### src/rtl/pwm_symbol_decoder.sv
// PWM symbol decoder: hysteresis slicer, glitch-filtered pulse-width measure, width->symbol quantiser.
// Latency: symbol_valid two enabled cycles after the first sub-threshold sample; enable=0 freezes all state.
// Optional PWM_DEC_PERIOD_EN adds a rising-edge period measurement (period / period_valid).
module pwm_symbol_decoder #(
    parameter int DATA_W      = 16,
    parameter int CNT_W       = 12,
    parameter int SYM_W       = 8,
    parameter int NUM_SYMBOLS = 4,
    parameter int MIN_WIDTH   = 4,
    parameter int STEP_SHIFT  = 3,
    parameter int MAX_WIDTH   = 255
) (
    input  logic              clock,
    input  logic              reset,
    input  logic              enable,
    input  logic [DATA_W-1:0] ref_in,
    input  logic [DATA_W-2:0] hyst,
    input  logic [DATA_W-1:0] data_in,
    output logic              level,
    output logic [SYM_W-1:0]  symbol,
    output logic              symbol_valid,
    output logic              timeout_err
`ifdef PWM_DEC_PERIOD_EN
    ,
    output logic [CNT_W-1:0]  period,
    output logic              period_valid
`endif
);

    localparam int EXT_W = DATA_W + 2;
    localparam logic [CNT_W-1:0] CNT_MAX   = {CNT_W{1'b1}};
    localparam logic [CNT_W-1:0] MIN_C     = CNT_W'(MIN_WIDTH);
    localparam logic [CNT_W-1:0] MAX_C     = CNT_W'(MAX_WIDTH);
    localparam logic [CNT_W-1:0] SYM_MAX_C = CNT_W'(NUM_SYMBOLS - 1);

    typedef enum logic [1:0] {
        WAIT_LOW  = 2'd0,
        WAIT_HIGH = 2'd1,
        MEASURE   = 2'd2,
        OVERRUN   = 2'd3
    } state_t;

    state_t             state_q, state_d;
    logic               level_q, level_d;
    logic [CNT_W-1:0]   cnt_q, cnt_d;
    logic [SYM_W-1:0]   symbol_q, symbol_d;
    logic               symbol_valid_q, symbol_valid_d;
    logic               timeout_err_q, timeout_err_d;

    logic signed [EXT_W-1:0] data_x, ref_x, hyst_x, hi_x, lo_x;
    logic [CNT_W-1:0]   cnt_inc;
    logic [CNT_W-1:0]   step_v;
    logic [CNT_W-1:0]   step_clamped;

    // Two guard bits keep ref+hyst and ref-hyst exact at the input extremes.
    assign data_x = {{2{data_in[DATA_W-1]}}, data_in};
    assign ref_x  = {{2{ref_in[DATA_W-1]}}, ref_in};
    assign hyst_x = {3'b000, hyst};
    assign hi_x   = ref_x + hyst_x;
    assign lo_x   = ref_x - hyst_x;

    assign cnt_inc      = cnt_q + 1'b1;
    assign step_v       = (cnt_q - MIN_C) >> STEP_SHIFT;
    assign step_clamped = (step_v > SYM_MAX_C) ? SYM_MAX_C : step_v;

    always_comb begin
        level_d        = level_q;
        state_d        = state_q;
        cnt_d          = cnt_q;
        symbol_d       = symbol_q;
        symbol_valid_d = 1'b0;
        timeout_err_d  = 1'b0;
        if (enable) begin
            if (!level_q && (data_x > hi_x)) begin
                level_d = 1'b1;
            end else if (level_q && (data_x < lo_x)) begin
                level_d = 1'b0;
            end

            case (state_q)
                // Leave only once the line is low and staying low, so a pulse
                // already in progress when reset releases is never measured.
                WAIT_LOW: begin
                    if (!level_q && !level_d) begin
                        state_d = WAIT_HIGH;
                    end
                end
                WAIT_HIGH: begin
                    if (level_q) begin
                        cnt_d   = CNT_W'(1);
                        state_d = MEASURE;
                    end
                end
                MEASURE: begin
                    if (level_q) begin
                        if (cnt_q != CNT_MAX) begin
                            cnt_d = cnt_inc;
                            if (cnt_inc == MAX_C) begin
                                timeout_err_d = 1'b1;
                                state_d       = OVERRUN;
                            end
                        end
                    end else begin
                        state_d = WAIT_HIGH;
                        if (cnt_q >= MIN_C) begin
                            symbol_d       = SYM_W'(step_clamped);
                            symbol_valid_d = 1'b1;
                        end
                    end
                end
                OVERRUN: begin
                    if (!level_q) begin
                        state_d = WAIT_HIGH;
                    end
                end
                default: state_d = WAIT_LOW;
            endcase
        end
    end

    always_ff @(posedge clock or posedge reset) begin
        if (reset) begin
            state_q        <= WAIT_LOW;
            level_q        <= 1'b0;
            cnt_q          <= '0;
            symbol_q       <= '0;
            symbol_valid_q <= 1'b0;
            timeout_err_q  <= 1'b0;
        end else begin
            state_q        <= state_d;
            level_q        <= level_d;
            cnt_q          <= cnt_d;
            symbol_q       <= symbol_d;
            symbol_valid_q <= symbol_valid_d;
            timeout_err_q  <= timeout_err_d;
        end
    end

    assign level        = level_q;
    assign symbol       = symbol_q;
    assign symbol_valid = symbol_valid_q;
    assign timeout_err  = timeout_err_q;

`ifdef PWM_DEC_PERIOD_EN
    logic [CNT_W-1:0] per_cnt_q, per_cnt_d;
    logic [CNT_W-1:0] period_q, period_d;
    logic             per_seen_q, per_seen_d;
    logic             period_valid_q, period_valid_d;
    logic             pulse_start;

    // Same event that loads cnt=1: the start of every measured, glitch or overrun pulse.
    assign pulse_start = (state_q == WAIT_HIGH) && level_q;

    always_comb begin
        per_cnt_d      = per_cnt_q;
        period_d       = period_q;
        per_seen_d     = per_seen_q;
        period_valid_d = 1'b0;
        if (enable) begin
            if (pulse_start) begin
                if (per_seen_q) begin
                    period_d       = per_cnt_q;
                    period_valid_d = 1'b1;
                end
                per_cnt_d  = CNT_W'(1);
                per_seen_d = 1'b1;
            end else if (per_cnt_q != CNT_MAX) begin
                per_cnt_d = per_cnt_q + 1'b1;
            end
        end
    end

    always_ff @(posedge clock or posedge reset) begin
        if (reset) begin
            per_cnt_q      <= '0;
            period_q       <= '0;
            per_seen_q     <= 1'b0;
            period_valid_q <= 1'b0;
        end else begin
            per_cnt_q      <= per_cnt_d;
            period_q       <= period_d;
            per_seen_q     <= per_seen_d;
            period_valid_q <= period_valid_d;
        end
    end

    assign period       = period_q;
    assign period_valid = period_valid_q;
`endif

endmodule

### config.mk
export PLATFORM = sky130hd
export DESIGN_NAME = pwm_symbol_decoder
export DESIGN_NICKNAME = d
export VERILOG_FILES = /design/src/rtl/pwm_symbol_decoder.sv
export SDC_FILE = /design/constraint.sdc
export NUM_CORES = 1
export LEC_CHECK = 0
export CAP_MARGIN = 20
export CORE_ASPECT_RATIO = 1.5
export CORE_MARGIN = 8
export CORE_UTILIZATION = 55
export CTS_BUF_LIST = sky130_fd_sc_hd__clkbuf_4 sky130_fd_sc_hd__clkbuf_8
export DETAILED_ROUTE_END_ITERATION = 16
export HOLD_SLACK_MARGIN = 0.06
export PLACE_DENSITY_LB_ADDON = 0.3
export SYNTH_ARGS = -nofsm -noshare
export SYNTH_HDL_FRONTEND = slang
export SYNTH_SLANG_ARGS = --single-unit
### constraint.sdc
create_clock -name clock -period 2.34 [get_ports clock]
set_input_delay 0.585 -clock clock [delete_from_list [all_inputs] [get_ports clock]]
set_output_delay 0.585 -clock clock [all_outputs]
set_load 0.02 [all_outputs]
Word level (Yosys, flattened, before mapping)
Index checks and enable logic that the tools add are counted.
Widths: inputs -> output; s select.
{"block": "totals", "register_bits": 25, "in_bits": 50, "out_inout_bits": 11, "word_cells": 61}
{"block": "op_classes", "addsub": 4, "magnitude_cmp": 4, "n_eq_ne": 12, "muxes": 24, "n_bitwise": 1, "reduce_logical": 10}
{"operator": "$mux 12", "count": 3}
{"operator": "$pmux 12 s2", "count": 1}
{"operator": "$add 16x16->17", "count": 1}
{"operator": "$gt 16x17->1", "count": 1}
{"operator": "$lt 16x17->1", "count": 1}
{"operator": "$sub 16x16->17", "count": 1}
{"operator": "$add 12x1->12 const B", "count": 1}
{"operator": "$eq 12x8->1 const B", "count": 1}
{"operator": "$ge 12x3->1 const B", "count": 1}
{"operator": "$mux 1", "count": 12}
{"operator": "$mux 2", "count": 6}
{"operator": "$ne 12x12->1 const B", "count": 1}
{"operator": "$sub 12x3->12 const B", "count": 1}
{"operator": "$ne 2x2->1 const B", "count": 5}
{"operator": "$gt 9x2->1 const B", "count": 1}
{"operator": "$mux 8", "count": 1}
{"operator": "$pmux 2 s4", "count": 1}
{"operator": "$ne 3x3->1 const B", "count": 2}
{"operator": "$reduce_and 6->1", "count": 1}
{"operator": "$reduce_and 5->1", "count": 1}
{"operator": "$eq 2x2->1 const B", "count": 2}
{"operator": "$reduce_and 4->1", "count": 1}
{"operator": "$logic_and 1x1->1", "count": 3}
{"operator": "$eq 2x1->1 const B", "count": 1}
{"operator": "4 further kinds", "count": 5}

Longest topological paths before layout
Gate-level depths: netlist of run 1.
{"block": "depth", "depth_word": 10, "ltp_mapped": 18}

Least setup slack after synthesis of run 1
OpenSTA, ideal clock, no wires.
{"block": "synth_path", "path_kind": "input-to-reg", "startpoint": "input hyst[1]", "endpoint": "register state_q[0]", "setup_time_ns": 0.079, "t_arrival_ns": 3.990, "t_required_ns": 2.261, "path_slack_ns": -1.730, "cell_stages": 17, "n_path_buf": 0, "path_cell_list": "inv_1 ha_1 nand2b_1 a21oi_1 o21ai_0 a311o_1 a21oi_2 nor4_1 a311o_1 ha_1 nand3_1 or4_4 a31oi_1 a211oi_1 a21o_1 a32oi_2 mux2i_1"}
{"block": "synth_via", "elab_chain_cells": 10, "word_cells_on_any_way": 13, "classes_between": "add/sub: 2; order compare: 2; eq/ne: 1; mux: 3; reduce/logical: 5"}
{"element": "from (decl)", "line_no": "17", "rtl": "input logic [DATA_W-2:0] hyst,"}
{"element": "$sub 16x16->17", "line_no": "60", "rtl": "assign lo_x = ref_x - hyst_x;"}
{"element": "$lt 16x17->1", "line_no": "76", "rtl": "end else if (level_q && (data_x < lo_x)) begin"}
{"element": "$logic_and 1x1->1", "line_no": "76"}
{"element": "$mux 1", "line_no": "76"}
{"element": "$mux 1 *", "line_no": "74", "rtl": "if (!level_q && (data_x > hi_x)) begin"}
{"element": "$mux 1 *", "line_no": "73", "rtl": "if (enable) begin"}
{"element": "$logic_not 1->1 *", "line_no": "84", "rtl": "if (!level_q && !level_d) begin"}
{"element": "$logic_and 1x1->1 *", "line_no": "84"}
{"element": "$ne 2x2->1 (no source line) *"}
{"element": "$reduce_and 6->1 (no source line) *"}
{"element": "to (signal assigned)", "line_no": "130", "rtl": "state_q <= state_d;"}
{"element": "to (decl)", "line_no": "43", "rtl": "state_t state_q, state_d;"}
Every way passes the cells marked *; elsewhere a longest branch is shown, timed or not. The select of a mux whose other input is x is not followed.
A chain may end at the register's enable or synchronous reset.

Worst setup path in the final report of run 1
{"block": "layout_path", "startpoint": "input hyst[1]", "endpoint": "register state_q[1]"}
Same word-level chain as after synthesis.

==> qor.yml, run 1 <==
critical_path:
  worstPathRequired_ps: 2540
  path_cells: "buf_8, clkinvlp_4, buf_6, fa_2, o21bai_4, a21oi_4, o21ai_4, a2111oi_4, o31ai_2, a21oi_1, xnor2_1, ha_1, nand3_2, or4_4, a31oi_4, a211oi_2, a21o_1, a32oi_2, mux2i_1"
  criticalPathCategory: "in2reg"
  worstPathArrival_ps: 4640
  worst-path-stages: 19
  critPathSlowestCell: "or4_4"
  path_delay_family: "compound AO/OA/AOI/OAI gates"
  cp_num_buf_inv: 3
  start_kind: "primary input"
  reg2reg_slack_ps: 120
  max_stage_delay_ps: 570
  reg2reg_depth: 8
  endpoint_kind: "flip-flop"
  worst-path-max-fanout: 2
yosys:
  synth_xor_area_share_pct: 7.16
  synth_compound_area_share_pct: 23.2
  yosys.area_share.simple_pct: 18.2
  yosys.area.top_type: "ha_1"
  synth_area_sq_um: 3670
  synth.area.top_cells: "ha_1 25%, dfrtp_1 17%, xnor2_1 6.2%"
  seq_area_frac_synth_pct: 17.1
  synthArstFlopShare_pct: 100
  yosys_warnings: 0
  synth_cell_types: 57
  synth_edf_count: 0
  synth_top_area_share_pct: 24.9
  synth_ff_type: "dfrtp_1"
  syn_nets: 588
  synth.mux.area_fraction_pct: 1.09
  synthCells: 463
  ys_ff_latch: 25
  avgSynthCellArea_sq_um: 7.92
  synth_top_family_by_area: "adder cells"
  synthAdderAreaFrac_pct: 26.0
sta:
  setup_viol: 3
  slew_viol_final: 0
  whs_ps: 496
  slew-limit-headroom_pct: 45.3
  tightest_slew_ps: 799
  fin_crit_sh_pct: 190
  min_period_ps: 4440
  hold_viol: 0
  setup_ws_ps: -2100
  timing.setup.tns_ps: -6260
  rsz0062_at_grt: "true"
  skew_ps: 4.25
  max_clock_freq_mhz: 225
clock_tree:
  root_buffer: "clkbuf_8"
  clockBufferDepth: 2
  cts_sinks: 25
  cts_tree: "yes"
  h-tree-depth: 1
  clock_latency_ps: 280
  cts_inserted_buffers: 3
  clk_pin_slew_ps: 90
cells_and_area:
  post-route-util_pct: 89.8
  drive_gt1_share_pct: 34.3
  synthToLayoutAreaGrowth_pct: 58.7
  nNetsFinal: 780
  layout_common_cells: "141 x buf_4, 58 x ha_1, 38 x clkdlybuf4s50_1, 37 x inv_1, 35 x nand2_1"
  final_cells: 730
  final_common_cell: "buf_4"
  finalInstanceArea_sq_um: 5820
  nFillCells: 264
  num_antenna_cells: 0
drt:
  wl_per_cell_microns: 23.7
  drtIter0Drc: 610
  ant_nets: 0
  drc: 0
  drt_pre_antenna_iters: 8
  avgViaCountPerCell: 6.65
  routed_wl_mm: 17.3
  vias: 4856
power_and_ir_drop:
  seqPwrFrac_pct: 19.8
  vdd_ir_drop_max_mv: 0.597
  comb_power_share_pct: 71.0
  p_sw_mw: 1.28
  clock_power_share_pct: 9.2
  switching_share_pct: 44.8
  p_per_area_nw_per_um2: 491
  internal_power_mw: 1.58
  p_leak_nw: 2.81
global_route:
  grt_usage_pct: 29.3
  grt-ovfl-total: 0
  grt_max_degree: 26
  antenna_found_initial: 0
  grt_pass1_wl_mm: 22.1
  grt_pass1_vias: 4779
place:
  placed_area_sq_um: 5110
  io_buffer_count: 60
  place_congestion: 0.910
  hpwl_mm: 9.39
  dp.cells: 683
floorplanning:
  fp.dieW_microns: 82.7
  core-area_sq_um: 6490
  die_y_microns: 116
  start_util_pct: 56.6
  die-area_sq_um: 9590
  rows: 36
  num_io_pins: 61
status:
  status: "finished, violations left"
  violations: "negative setup slack"
flow_run:
  drv_cap: 0
min_path:
  min_path_type: "reg2reg"
  min_path_cells: 1
[layout make-up]
cell class                 count  area [sq um]  area share, %
clock buffer                   3          41.3          0.709
sequential                    25           627           10.8
inverter                      49           203           3.48
tap                           76          95.1           1.63
clock inverter                 1          5.00         0.0860
multi-input combinational    371          3150           54.2
timing repair buffer         205          1700           29.1
[logic make-up (layout without fill, tap and decap cells)]
family,count (synthesis),after routing
XOR/XNOR,30,30
flip-flops,25,25
AO/OA/AOI/OAI,130,130
multiplexers,4,4
buffers and inverters,67,258
adder cells (fa/ha/maj),75,75
AND/OR/NAND/NOR,132,132
[synth_stat cells, drive strengths merged, types with 5 or more instances]
library cell	instances
o21bai	6
ha	73
nor2b	6
buf	12
dfrtp	25
and2	8
a22o	5
o21a	6
xnor2	26
clkbuf	6
nand3	14
o21ai	23
inv	48
o22ai	6
or4	5
a21oi	43
a21o	11
nor2	27
nor3	9
nand2b	9
nor4	7
nand2	35
a31oi	5
[power by group through the flow]
| stage | clock (mW) | combinational (mW) | sequential (mW) |
|---|---|---|---|
| after floorplan | 0 | 0.867 | 0.583 |
| after global placement | 0 | 1.48 | 0.563 |
| final | 0.262 | 2.03 | 0.566 |
| after detailed placement | 0 | 1.54 | 0.568 |
| after CTS | 0.265 | 1.70 | 0.560 |
| after global routing | 0.290 | 2.14 | 0.572 |
[worst paths after layout]
kind / startpoint / endpoint
setup / recovery: hyst[1] / state_q[1]
hold / removal: symbol[7] / symbol[7]
setup reg to reg: cnt_q[4] / cnt_q[7]
hold reg to reg: symbol[7] / symbol[7]
max in group asynchronous: reset / cnt_q[3]
min in group asynchronous: reset / symbol[6]
[sequential cells by signal, indices dropped and copies added (netlist names)]
| signal | count |
|---|---|
| cnt_q | 12 |
| symbol | 8 |
| state_q | 2 |
| level | 1 |
| symbol_valid | 1 |
| timeout_err | 1 |
[per-layer routing]
metal / track usage [%] / wire length [microns] / share of wire [%]
met1: 28.2 / 5750 / 33
met2: 54.9 / 8480 / 49
met3: 4.50 / 1490 / 8.6
met4: 18.0 / 1570 / 9.1
met5: 0 / 0 / 0
[per-stage QoR]
stage	power (mW)	worst slack, ps
finish	2.86	-2100
floorplan	1.45	-1480
CTS	2.53	-1610
detailed placement	2.11	-2330
global route	3.00	-2600
global placement	2.04	-2130
[timing repair]
item	in CTS	in global routing
hold buffers	0	0
resized for setup	95	32
buffers inserted	33	11
pin swaps	41	27
endpoints found under the setup margin	3	6
[worst reg2reg max path, stage by stage, from the launching register on]
cell	delay, ps
dfrtp_1	600
and4_1	330
nand3_1	140
nor3_1	290
or3_1	170
buf_4	160
nor3_1	70
a21o_1	160
a22o_1	180
No activity file was read; power rests on OpenSTA's default activity.
==> run 2: changes to the inputs <==
--- a/config.mk
+++ b/config.mk
@@ -11,7 +11,6 @@
 export CORE_UTILIZATION = 55
 export CTS_BUF_LIST = sky130_fd_sc_hd__clkbuf_4 sky130_fd_sc_hd__clkbuf_8
 export DETAILED_ROUTE_END_ITERATION = 16
-export HOLD_SLACK_MARGIN = 0.06
 export PLACE_DENSITY_LB_ADDON = 0.3
 export SYNTH_ARGS = -nofsm -noshare
 export SYNTH_HDL_FRONTEND = slang
==> results of run 2 <==
Final layout, timing and power as in run 1 (identical DEF).
==> run 3: changes to the inputs <==
--- a/config.mk
+++ b/config.mk
@@ -7,7 +7,7 @@
 export LEC_CHECK = 0
 export CAP_MARGIN = 20
 export CORE_ASPECT_RATIO = 1.5
-export CORE_MARGIN = 8
+export CORE_MARGIN = 4
 export CORE_UTILIZATION = 55
 export CTS_BUF_LIST = sky130_fd_sc_hd__clkbuf_4 sky130_fd_sc_hd__clkbuf_8
 export DETAILED_ROUTE_END_ITERATION = 16
==> qor.yml, run 3 (same netlist as run 1, synthesis figures left out) <==
critical_path:
  path_cells: "buf_8, clkinvlp_4, buf_6, fa_2, o21bai_4, a21oi_2, o21ai_2, a2111oi_4, o31ai_2, a21oi_2, xnor2_1, ha_1, nand3_4, or4_4, a31oi_4, a211oi_2, a21o_1, a32oi_2, mux2i_1"
  critPathSlowestCell: "or4_4"
  reg2reg_from: "state_q[0]"
  criticalPathCategory: "in2reg"
  cpMostUsedCell: "a21oi_2"
  worst-path-max-fanout: 2  # unchanged
  worstPathArrival_ps: 4270  # -370 ps
  worstPathRequired_ps: 2540  # about the same
  max_stage_delay_ps: 520  # -50 ps
  endpoint_kind: "flip-flop"
  reg2reg_slack_ps: 190  # +70 ps
  reg2reg_depth: 6  # -2
  timing.rr.end: "symbol[0]"
  start_kind: "primary input"
drt:
  route.met2.wl_mm: 7.00  # -17%
  wl_met3_microns: 607  # -59%
  wl_per_cell_microns: 18.1  # -24%
  drc: 0  # unchanged
  routed_wl_mm: 12.8  # -26%
  vias: 4265  # -12%
  avgViaCountPerCell: 6.03  # -9.3%
  wirelength_met1_mm: 4.40  # -23%
  drt_pre_antenna_iters: 5  # -3
  ant_nets: 0  # unchanged
  drtIter0Drc: 239  # -61%
  top_layer_used: "met4"
min_path:
  hold_path_end: "symbol[3]"
  min_path_cells: 1  # unchanged
  hp-start: "symbol[3]"
  min_path_type: "reg2reg"
cells_and_area:
  synthToLayoutAreaGrowth_pct: 51.9
  final_common_cell: "buf_4"
  num_antenna_cells: 0  # unchanged
  largest_reg_flops: 12  # unchanged
  top_register: "cnt_q"
  drive_gt1_share_pct: 31.4  # -2.9 points
  layout_common_cells: "121 x buf_4, 58 x ha_1, 41 x clkdlybuf4s50_1, 37 x inv_1, 35 x nand2_1"
  nNetsFinal: 757  # -2.9%
power_and_ir_drop:
  p_leak_nw: 2.66  # -5.3%
  vdd_ir_drop_max_mv: 0.738  # +24%
  p_per_area_nw_per_um2: 467  # -4.9%
clock_tree:
  cts_inserted_buffers: 3  # unchanged
  h-tree-depth: 1  # unchanged
  cts_sinks: 25  # unchanged
  clock_latency_ps: 280  # about the same
  ctsHoldBuffers: 0  # unchanged
  root_buffer: "clkbuf_8"
  cts_tree: "yes"
  clockBufferDepth: 2  # unchanged
  clk_pin_slew_ps: 90  # about the same
floorplanning:
  num_io_pins: 61  # unchanged
  die-area_sq_um: 8070  # -16%
  die_y_microns: 108  # -6.9%
  start_util_pct: 56.6  # unchanged
  core-area_sq_um: 6490  # unchanged
  rows: 36  # unchanged
  fp.dieW_microns: 74.7  # -9.7%
sta:
  fin_crit_sh_pct: 174  # -16 points
  whs_ps: 493  # -3.46 ps
  slew_viol_final: 0  # unchanged
  tightest_slew_ps: 715  # -83.8 ps
  setup_viol: 3  # unchanged
  max_clock_freq_mhz: 246  # +9.0%
  skew_ps: 5.19  # +0.940 ps
  timing.setup.tns_ps: -4930  # +1340 ps
  rsz0062_at_grt: "true"
  hold_viol: 0  # unchanged
  setup_ws_ps: -1730  # +368 ps
  min_period_ps: 4070  # -368 ps
  slew-limit-headroom_pct: 51.5  # +6.2 points
flow_run:
  drv_cap: 0  # unchanged
place:
  place_congestion: 0.939  # +3.2%
  io_buffer_count: 60  # unchanged
  hpwl_mm: 9.47  # +0.81%
global_route:
  grt_pass1_wl_mm: 20.4  # -7.5%
  grt_usage_pct: 32.0  # +2.7 points
  grt_max_degree: 26  # unchanged
  grt-ovfl-total: 0  # unchanged
  antenna_found_initial: 0  # unchanged
  grt_pass1_vias: 4578  # -4.2%
status:
  violations: "negative setup slack"
  status: "finished, violations left"
[run 3: changes by cell type in the layout (fill, tap and decap cells not counted), sizes merged]
cell           delta
clkbuf            -1
clkdlybuf4s50     +3
dlymetal6s2s      -2
buf              -23
clkinv            -1
clkinvlp          +1
[run 3: layout make-up]
class / instances / area, sq um
Sequential cell: 25 / 626
Timing Repair Buffer: 182 / 1490
Inverter: 49 / 200
Multi-Input combinational cell: 371 / 3120
Tap cell: 76 / 95.1
Clock buffer: 3 / 41.3
Clock inverter: 1 / 7.51
Fill cell: 375 / 915
[run 3: power breakdown]
| part | total (mW) | leakage [nW] | internal, mW | switching (mW) |
|---|---|---|---|---|
| sequential | 0.563 | 0.333 | 0.492 | 0.0706 |
| clock | 0.271 | 0.0217 | 0.121 | 0.150 |
| combinational | 1.77 | 2.30 | 0.874 | 0.896 |
| total | 2.60 | 2.66 | 1.49 | 1.12 |
[run 3: worst max-delay path by stage]
stage	start	end	depth (start not counted)
floorplan	hyst[4]	state_q[0]	18
global placement	hyst[1]	state_q[1]	18
detailed placement	hyst[1]	state_q[1]	18
CTS	hyst[1]	state_q[1]	19
global route	hyst[1]	state_q[1]	19
finish	hyst[1]	state_q[1]	19
[run 3: critical path: cells and delay by family]
| kind | cells | cell delay [ps] |
|---|---|---|
| xor+xnor | 1 | 150 |
| fa+ha+maj | 2 | 700 |
| compound gates | 10 | 1670 |
| buf+inv | 3 | 330 |
| mux | 1 | 260 |
| simple gates | 2 | 600 |
[run 3: per-layer routing]
| layer | track usage (%) | up-vias |
|---|---|---|
| met2 | 61.4 | 191 |
| met3 | 3.91 | 71 |
| met4 | 18.7 | 0 |
| met5 | 0 | - |
| li1 | - | 1973 |
| met1 | 31.3 | 2030 |
[run 3: timing repair]
| action | CTS | global route |
|---|---|---|
| pin swaps | 36 | 20 |
| gates cloned | 0 | 0 |
| resized for setup | 89 | 21 |
| hold endpoints to repair | 0 | 0 |
| buffers inserted | 8 | 1 |
| setup endpoints to repair | 3 | 4 |
[run 3: metrics by stage]
step / power, mW / instances / cell area, sq um / util (%) / setup WS [ps]
6_report: 2.60 / 707 / 5570 / 85.9 / -1730
3_5_place_dp: 2.14 / 694 / 5180 / 79.8 / -2370
5_1_grt: 2.78 / 707 / 5570 / 85.9 / -1860
4_1_cts: 2.49 / 706 / 5460 / 84.2 / -1660
2_1_floorplan: 1.45 / 463 / 3720 / - / -1480
3_3_place_gp: 2.06 / 694 / 5180 / 79.8 / -2110
